`src/rtl/riscv_test_pkg.sv`:
```
`default_nettype none
// +----------------------------------------------------------------------+
// | riscv_test_pkg : verdict encoding and hang-detector constants        |
// | Revision: 1.0                                                        |
// +----------------------------------------------------------------------+
package riscv_test_pkg;

  typedef enum logic [2:0] {
    ST_RUN     = 3'd0,
    ST_PASS    = 3'd1,
    ST_FAIL    = 3'd2,
    ST_TIMEOUT = 3'd3,
    ST_HANG    = 3'd4
  } status_e;

  localparam int HANG_LIMIT = 256;
  // One extra bit so the stall count can hold HANG_LIMIT itself.
  localparam int STALL_W = $clog2(HANG_LIMIT) + 1;

endpackage
`default_nettype wire

```
`src/rtl/riscv_test_monitor_sat_counter.sv`:
```
`default_nettype none
// +----------------------------------------------------------------------+
// | sat_counter : up-counter that sticks at all-ones, sync clear         |
// | Revision: 1.0                                                        |
// +----------------------------------------------------------------------+
module sat_counter #(
  parameter int W = 8
) (
  input  logic         clk,
  input  logic         rst,
  input  logic         inc,
  input  logic         clr,
  output logic [W-1:0] count
);

  always_ff @(posedge clk or negedge rst) begin
    if (!rst) begin
      count <= '0;
    end else if (clr) begin
      count <= '0;
    end else if (inc && (count != '1)) begin
      count <= count + W'(1);
    end
  end

endmodule
`default_nettype wire

```
`src/rtl/riscv_test_monitor.sv`:
```
`default_nettype none
// +----------------------------------------------------------------------+
// | riscv_test_monitor : watches tohost stores and reports a verdict;    |
// | TEST_MONITOR_HANG_EN adds a retire-stall hang detector.             |
// | Revision: 1.0                                                        |
// +----------------------------------------------------------------------+
module riscv_test_monitor
  import riscv_test_pkg::*;
#(
  parameter int                ADDR_W      = 32,
  parameter int                DATA_W      = 32,
  parameter logic [ADDR_W-1:0] TOHOST_ADDR = 32'h0000_1000,
  parameter int                TIMEOUT     = 5000,
  parameter int                CNT_W       = 32
) (
  input  logic              clk,
  input  logic              rst,
  input  logic              st_valid,
  input  logic [ADDR_W-1:0] st_addr,
  input  logic [DATA_W-1:0] st_data,
  input  logic              retire,
  output logic              done,
  output logic              pass,
  output logic [2:0]        status,
  output logic [DATA_W-2:0] fail_test,
  output logic [CNT_W-1:0]  cycles,
  output logic [CNT_W-1:0]  instret
);

  localparam logic [CNT_W-1:0] TIMEOUT_LAST = CNT_W'(TIMEOUT - 1);

  status_e           state;
  status_e           state_nxt;
  logic [DATA_W-2:0] fail_q;
  logic              hit;
  logic              hit_pass;
  logic              hit_fail;
  logic              timeout_hit;
  logic              hang_hit;
  logic              stay_run;

  // Even nonzero tohost values are syscalls and fall through untouched.
  assign hit         = st_valid && (st_addr == TOHOST_ADDR) && (st_data != '0);
  assign hit_pass    = hit && (st_data == DATA_W'(1));
  assign hit_fail    = hit && st_data[0] && !hit_pass;
  assign timeout_hit = (TIMEOUT != 0) && (cycles == TIMEOUT_LAST);

`ifdef TEST_MONITOR_HANG_EN
  logic [STALL_W-1:0] stall_cnt;

  sat_counter #(.W(STALL_W)) u_stall (
    .clk   (clk),
    .rst   (rst),
    .inc   ((state == ST_RUN) && !retire),
    .clr   (retire),
    .count (stall_cnt)
  );

  assign hang_hit = !retire && (stall_cnt == STALL_W'(HANG_LIMIT - 1));
`else
  assign hang_hit = 1'b0;
`endif

  always_ff @(posedge clk or negedge rst) begin
    if (!rst) begin
      state <= ST_RUN;
    end else begin
      state <= state_nxt;
    end
  end

  always_comb begin
    state_nxt = state;
    if (state == ST_RUN) begin
      if (hit_pass) begin
        state_nxt = ST_PASS;
      end else if (hit_fail) begin
        state_nxt = ST_FAIL;
      end else if (timeout_hit) begin
        state_nxt = ST_TIMEOUT;
      end else if (hang_hit) begin
        state_nxt = ST_HANG;
      end
    end
  end

  always_ff @(posedge clk or negedge rst) begin
    if (!rst) begin
      fail_q <= '0;
    end else if ((state == ST_RUN) && hit_fail) begin
      fail_q <= st_data[DATA_W-1:1];
    end
  end

  // Counters stop on the verdict edge itself, so they report the last RUN cycle.
  assign stay_run = (state == ST_RUN) && (state_nxt == ST_RUN);

  sat_counter #(.W(CNT_W)) u_cycles (
    .clk   (clk),
    .rst   (rst),
    .inc   (stay_run),
    .clr   (1'b0),
    .count (cycles)
  );

  sat_counter #(.W(CNT_W)) u_instret (
    .clk   (clk),
    .rst   (rst),
    .inc   (stay_run && retire),
    .clr   (1'b0),
    .count (instret)
  );

  assign done      = (state != ST_RUN);
  assign pass      = (state == ST_PASS);
  assign status    = state;
  assign fail_test = fail_q;

endmodule
`default_nettype wire

```
`config.mk`:
```
export PLATFORM = sky130hd
export DESIGN_NAME = riscv_test_monitor
export DESIGN_NICKNAME = d
export VERILOG_FILES = /design/src/rtl/riscv_test_pkg.sv /design/src/rtl/riscv_test_monitor_sat_counter.sv /design/src/rtl/riscv_test_monitor.sv
export SDC_FILE = /design/constraint.sdc
export NUM_CORES = 1
export LEC_CHECK = 0
export CAP_MARGIN = 20
export CORE_AREA = 2 2 112 114
export CTS_CLUSTER_DIAMETER = 200
export DETAILED_ROUTE_END_ITERATION = 16
export DIE_AREA = 0 0 114 116
export PLACE_DENSITY = 0.83
export SLEW_MARGIN = 15
export SYNTH_ARGS = -nofsm -noshare
export SYNTH_HDL_FRONTEND = slang
export SYNTH_SLANG_ARGS = --single-unit
export TNS_END_PERCENT = 10
```
`constraint.sdc`:
```
create_clock -name clk -period 2.3 [get_ports clk]
set_input_delay 0.23 -clock clk [delete_from_list [all_inputs] [get_ports clk]]
set_output_delay 0.23 -clock clk [all_outputs]
set_load 0.1 [all_outputs]
```
## Yosys cells after proc, flatten, opt, wreduce, memory -nomap -nowiden

Cells that the tools add are included.

| word-level totals | value |
|---|---|
| register bits | 98 |
| bits in latches | 0 |
| memory bits (writable) | 0 |
| bits in read-only memories | 0 |
| input bits | 68 |
| output and inout bits | 100 |
| logic and storage cells | 31 |
| memories | 0 |

| operators by class | value |
|---|---|
| $add $sub $neg | 2 |
| multiply operators | 0 |
| divide/modulo/power cells | 0 |
| $lt $le $gt $ge | 0 |
| equal/unequal tests | 6 |
| shifts and indexed selects | 0 |
| mux-type cells | 4 |
| bitwise logic cells | 0 |
| reductions and logical operators | 15 |

Operators with widths:

| cell | number |
|---|---|
| adder 32 x 1 -> 32 bit (second input constant) | 2 |
| == test 32 x 13 -> 1 bit (second input constant) | 2 |
| != test 32 bit (second input constant) | 2 |
| == test 32 x 1 -> 1 bit (second input constant) | 1 |
| nonzero test 32 bit | 1 |
| two-way mux 3 bit | 4 |
| logical AND 1 bit | 10 |
| logical NOT 3 bit | 2 |
| == test 3 x 1 -> 1 bit (second input constant) | 1 |
| nonzero test 3 bit | 1 |
| logical NOT 1 bit | 1 |

## Depth between registers and ports, before layout

| logic depth | value |
|---|---|
| depth in word-level cells | 13 |
| mapped depth | 8 |
| gate-level depth less buffers | 7 |

## Hierarchy

From an unflattened synthesis, not the netlist that was laid out.

| second synthesis, totals | value |
|---|---|
| cell total of the unflattened synthesis | 512 |
| area total of the unflattened synthesis | 5247.5 um^2 |

Modules (own cells, without submodules):

| module | times used | cells an instance | area an instance (um^2) |
|---|---|---|---|
| sat_counter | 2 | 198 | 1854.3 |
| riscv_test_monitor | 1 | 116 | 1539.0 |

## Least setup slack after synthesis

Ideal clock, no wire load.

| path | value |
|---|---|
| path kind | register to output |
| from | register state[0] (netlist: status[0]) |
| to | output port pass |
| arrival time | 3.248 ns |
| setup slack | -1.178 ns |
| stages on the path, launching flop included | 2 |
| path buffers | 0 |
| cells stage by stage | dfrtp_1 nor3b_1 |

| on the way | value |
|---|---|
| cells in the longest elaborated chain, start to end | 1 |

Ends and longest elaborated chain:

| what | RTL line | source |
|---|---|---|
| start: declaration | riscv_test_monitor.sv:32 | `status_e state;` |
| start signal: assignment | riscv_test_monitor.sv:68 | `state <= state_nxt;` |
| == test 3 x 1 -> 1 bit | riscv_test_monitor.sv:115 | `assign pass = (state == ST_PASS);` |
| end: declaration | riscv_test_monitor.sv:23 | `output logic pass,` |

Every way passes these cells.

## Final worst setup path

| path | value |
|---|---|
| from | register u_cycles.count[28] |
| to | register u_cycles.count[18] |

| on the way | value |
|---|---|
| cells in the longest elaborated chain, start to end | 8 |
| elaborated cells on any way between the ends | 9 |

Ends and longest elaborated chain:

| what | RTL line | source |
|---|---|---|
| start: declaration | riscv_test_monitor_sat_counter.sv:13 | `output logic [W-1:0] count` |
| start signal: assignment | riscv_test_monitor_sat_counter.sv:22 | `count <= count + W'(1);` |
| == test 32 x 13 -> 1 bit | riscv_test_monitor.sv:46 | `assign timeout_hit = (TIMEOUT != 0) && (cycles == TIMEOUT_LAST);` |
| two-way mux 3 bit | riscv_test_monitor.sv:79 | `end else if (timeout_hit) begin` |
| two-way mux 3 bit | riscv_test_monitor.sv:77 | `end else if (hit_fail) begin` |
| two-way mux 3 bit | riscv_test_monitor.sv:75 | `if (hit_pass) begin` |
| two-way mux 3 bit | riscv_test_monitor.sv:74 | `if (state == ST_RUN) begin` |
| logical NOT 3 bit | riscv_test_monitor.sv:96 | `assign stay_run = (state == ST_RUN) && (state_nxt == ST_RUN);` |
| logical AND 1 bit | riscv_test_monitor.sv:96 |  |
| logical AND 1 bit * | riscv_test_monitor_sat_counter.sv:21 | `end else if (inc && (count != '1)) begin` |

Mark *: on every way between the ends. The rest lies on a longest branch, timed or not.
A chain may end at the register's enable or synchronous reset.

==> run summary <==
CP Data Arrival Time: 2.40 ns
CP Cell Sequence: and3_1 -> and4_1 -> and4b_1 -> nor4_4 -> buf_4 -> nand4_1 -> xnor2_1
Post-Syn Area: 4687 µm²
Synth top area share: 52.32%
Slowest cell on crit path: dfrtp_2
PwrDens: 626.4 nW/µm²
GP Congestion: 0.8741
Post-synth EDFFs: 0
Gr usage total: 20.09%
Crit-path max cell delay: 0.44 ns
Synth cell types: 39
GR Overflow Total: 0
Clock transition at path regs: 0.07 ns
Largest net degree at the start of global routing: 43
Lkg Pwr: 3.294 nW
Async SR Flop Fraction: 100.0%
Most frequent cell after synthesis: dfrtp_1
First-pass GRT wire length: 21110 µm
FMAX: 460.8 MHz
Max-slew violation count: 0
Drc violations: 0
Die area: 13220 µm²
Post-route insts no fill: 778
Most frequent cells after synthesis: dfrtp_1 (98), xnor2_1 (40), nand3_1 (35), mux2_2 (31), nand4_1 (29)
Clock sink count: 98
CTS root buf: clkbuf_16
Dpl cells: 760
DPL Wire Length: 9996 µm
Post-Route WL: 12880 µm
Setup-failing EPs final: 0
Delay-heaviest family, CP: simple AND/OR/NAND/NOR gates
Routed len/inst: 16.56 µm
CTS tree: built
Starting DRT DRC Count: 223
Core Rows: 40
Buf+Inv Stages, Crit Path: 1
RSZ-0062 raised after global routing: yes
Peak VDD IR: 303.2 µV
# IOs: 168
Max_cap viols: 0
Worst Path Required: 2.53 ns
Number of synthesized register bits: 98
Fin. Hold Viols: 0
Final Net Count: 696
Status: finished clean
Cells after Synth: 408
Vias in the first global route: 4335
Slew at the pin with the worst max-slew slack: 0.6323 ns
Syn_nets: 478
Syn avg cell area: 11.49 µm²
Skew final: 0.007526 ns
PortBufs: 167
Vias per inst: 5.369
Setup TNS Final: 0 ns
Bufs on Longest Clock Path: 2
Layout area overhead: 50.64%
CORE AREA: 11910 µm²
Ys Warns: 0
Largest area contributor in the netlist: dfrtp_1
Routed via count: 4177
Tcrit/Tclk final: 94.36%
Ant diodes: 0
Register area share after synthesis: 52.32%
Slew HR: 57.52%
DRT Pass-1 Iters: 4
R2R setup slack: 0.13 ns
Clock latency on the worst-skew pair: 0.35 ns
Synth top area cells: dfrtp_1 (52%), xnor2_1 (7.5%), mux2_2 (7.4%), nand4_1 (3.9%), nand3_1 (3.7%)
Initial Util: 39.35%
Initial antenna violation count: 0
TritonCTS Buffers: 9
Total number of H-tree levels: 3
Antenna Violating Nets Remaining: 0
Die Width: 114 µm
CP endpoint kind: register
Hold Path Class: in2async
Crit path max fanout: 10
Crit path time final: 2.170 ns
Commonest register cell after synthesis: dfrtp_1
Height of the die: 116 µm
Crit Path Class: reg2reg
CP Launch Type: register
Layout cell share with drive strength beyond 1: 37.72%
## path summary, 6_finish.rpt
path,from,endpoint,cells past startpoint
worst max register to register,u_cycles.count[28],u_cycles.count[18],7
worst min-delay path,rst,u_instret.count[16],2
min in group clk,u_cycles.count[26],u_cycles.count[26],1
max in group asynchronous,rst,fail_test[13],3
worst min register to register,u_cycles.count[26],u_cycles.count[26],1
worst max-delay path,u_cycles.count[28],u_cycles.count[18],7
## timing repair
| action | CTS | global route |
|---|---|---|
| setup endpoints to repair | 0 | 26 |
| gates resized for setup | 0 | 3 |
| setup buffers | 0 | 1 |
| hold buffers | 1 | 0 |
| endpoints found under the hold margin | 25 | 0 |
## layer usage
layer | part of all wire (%) | vias up | track usage, %
li1 | - | 1942 | -
met1 | 42 | 2037 | 24.73
met2 | 50 | 164 | 34.29
met3 | 5.1 | 34 | 3.609
met4 | 3.2 | 0 | 9.756
met5 | 0 | - | 0
## worst reg2reg max path, stage by stage (launching register included)
cell and delay (ns):
dfrtp_2 0.44, and3_1 0.22, and4_1 0.24, and4b_1 0.26, nor4_4 0.38, buf_4 0.24, nand4_1 0.13, xnor2_1 0.14
## power breakdown
part	internal, mW	switching, mW
sequential	1.79	0.0842
combinational	0.282	0.622
clock	0.985	0.663
total	3.05	1.37
## placed cells by master, fill, tap and decap left out, drive strengths merged, types with 2 or more instances in the layout
cell type and count:
and3 15, and4 9, buf 152, bufinv 2
clkbuf 10, clkdlybuf4s50 66, clkinvlp 3, dfrtp 98
ha 2, inv 4, mux2 35, nand2 25
nand2b 3, nand3 35, nand4 29, nor2 11
nor3 22, nor4 28, nor4b 4, or3 5
or4b 2, xnor2 40, xor2 19
## metrics by stage
stage	hold WS, ns	total power, mW	instance area, µm²	worst slack, ns	utilization, %
CTS	0.3436	4.454	7039	0.03815	59.10
global route	0.3803	4.593	7061	-0.02492	59.28
detailed placement	0.1713	2.805	6701	-0.1542	56.26
global placement	0.1599	2.788	6701	-0.09838	56.26
finish	0.3393	4.423	7061	0.1297	59.28
floorplan	-0.06559	2.456	4753	-0.3603	-
## cell type report
type                    instances  area, µm²
flip-flops and latches         98       2484
clock inverters                 6      88.84
fillers                       983       4851
clock buffers                  10      239.0
repair buffers                219       1862
well taps                     147      183.9
multi-input cells             294       2185
inverters                       4      18.77
## kinds of logic (layout without fill, tap and decap cells)
kind of cell,after synthesis,count (layout),share of synthesized area (%)
and+or+nand+nor,194,194,25.04
DFF,98,98,52.32
xor gates and xnor gates,59,59,11.03
muxes,36,36,8.702
buffers and inverters,16,239,1.949
AOI/OAI and AO/OA,3,3,0.4271
adders and majority gates,2,2,0.5338
## sequential cells by signal, indices dropped and copies added, names as in the netlist
name / cells
fail_test: 31
status: 3
u_cycles.count: 32
u_instret.count: 32
Note: power is estimated with default switching activity, not from simulation.
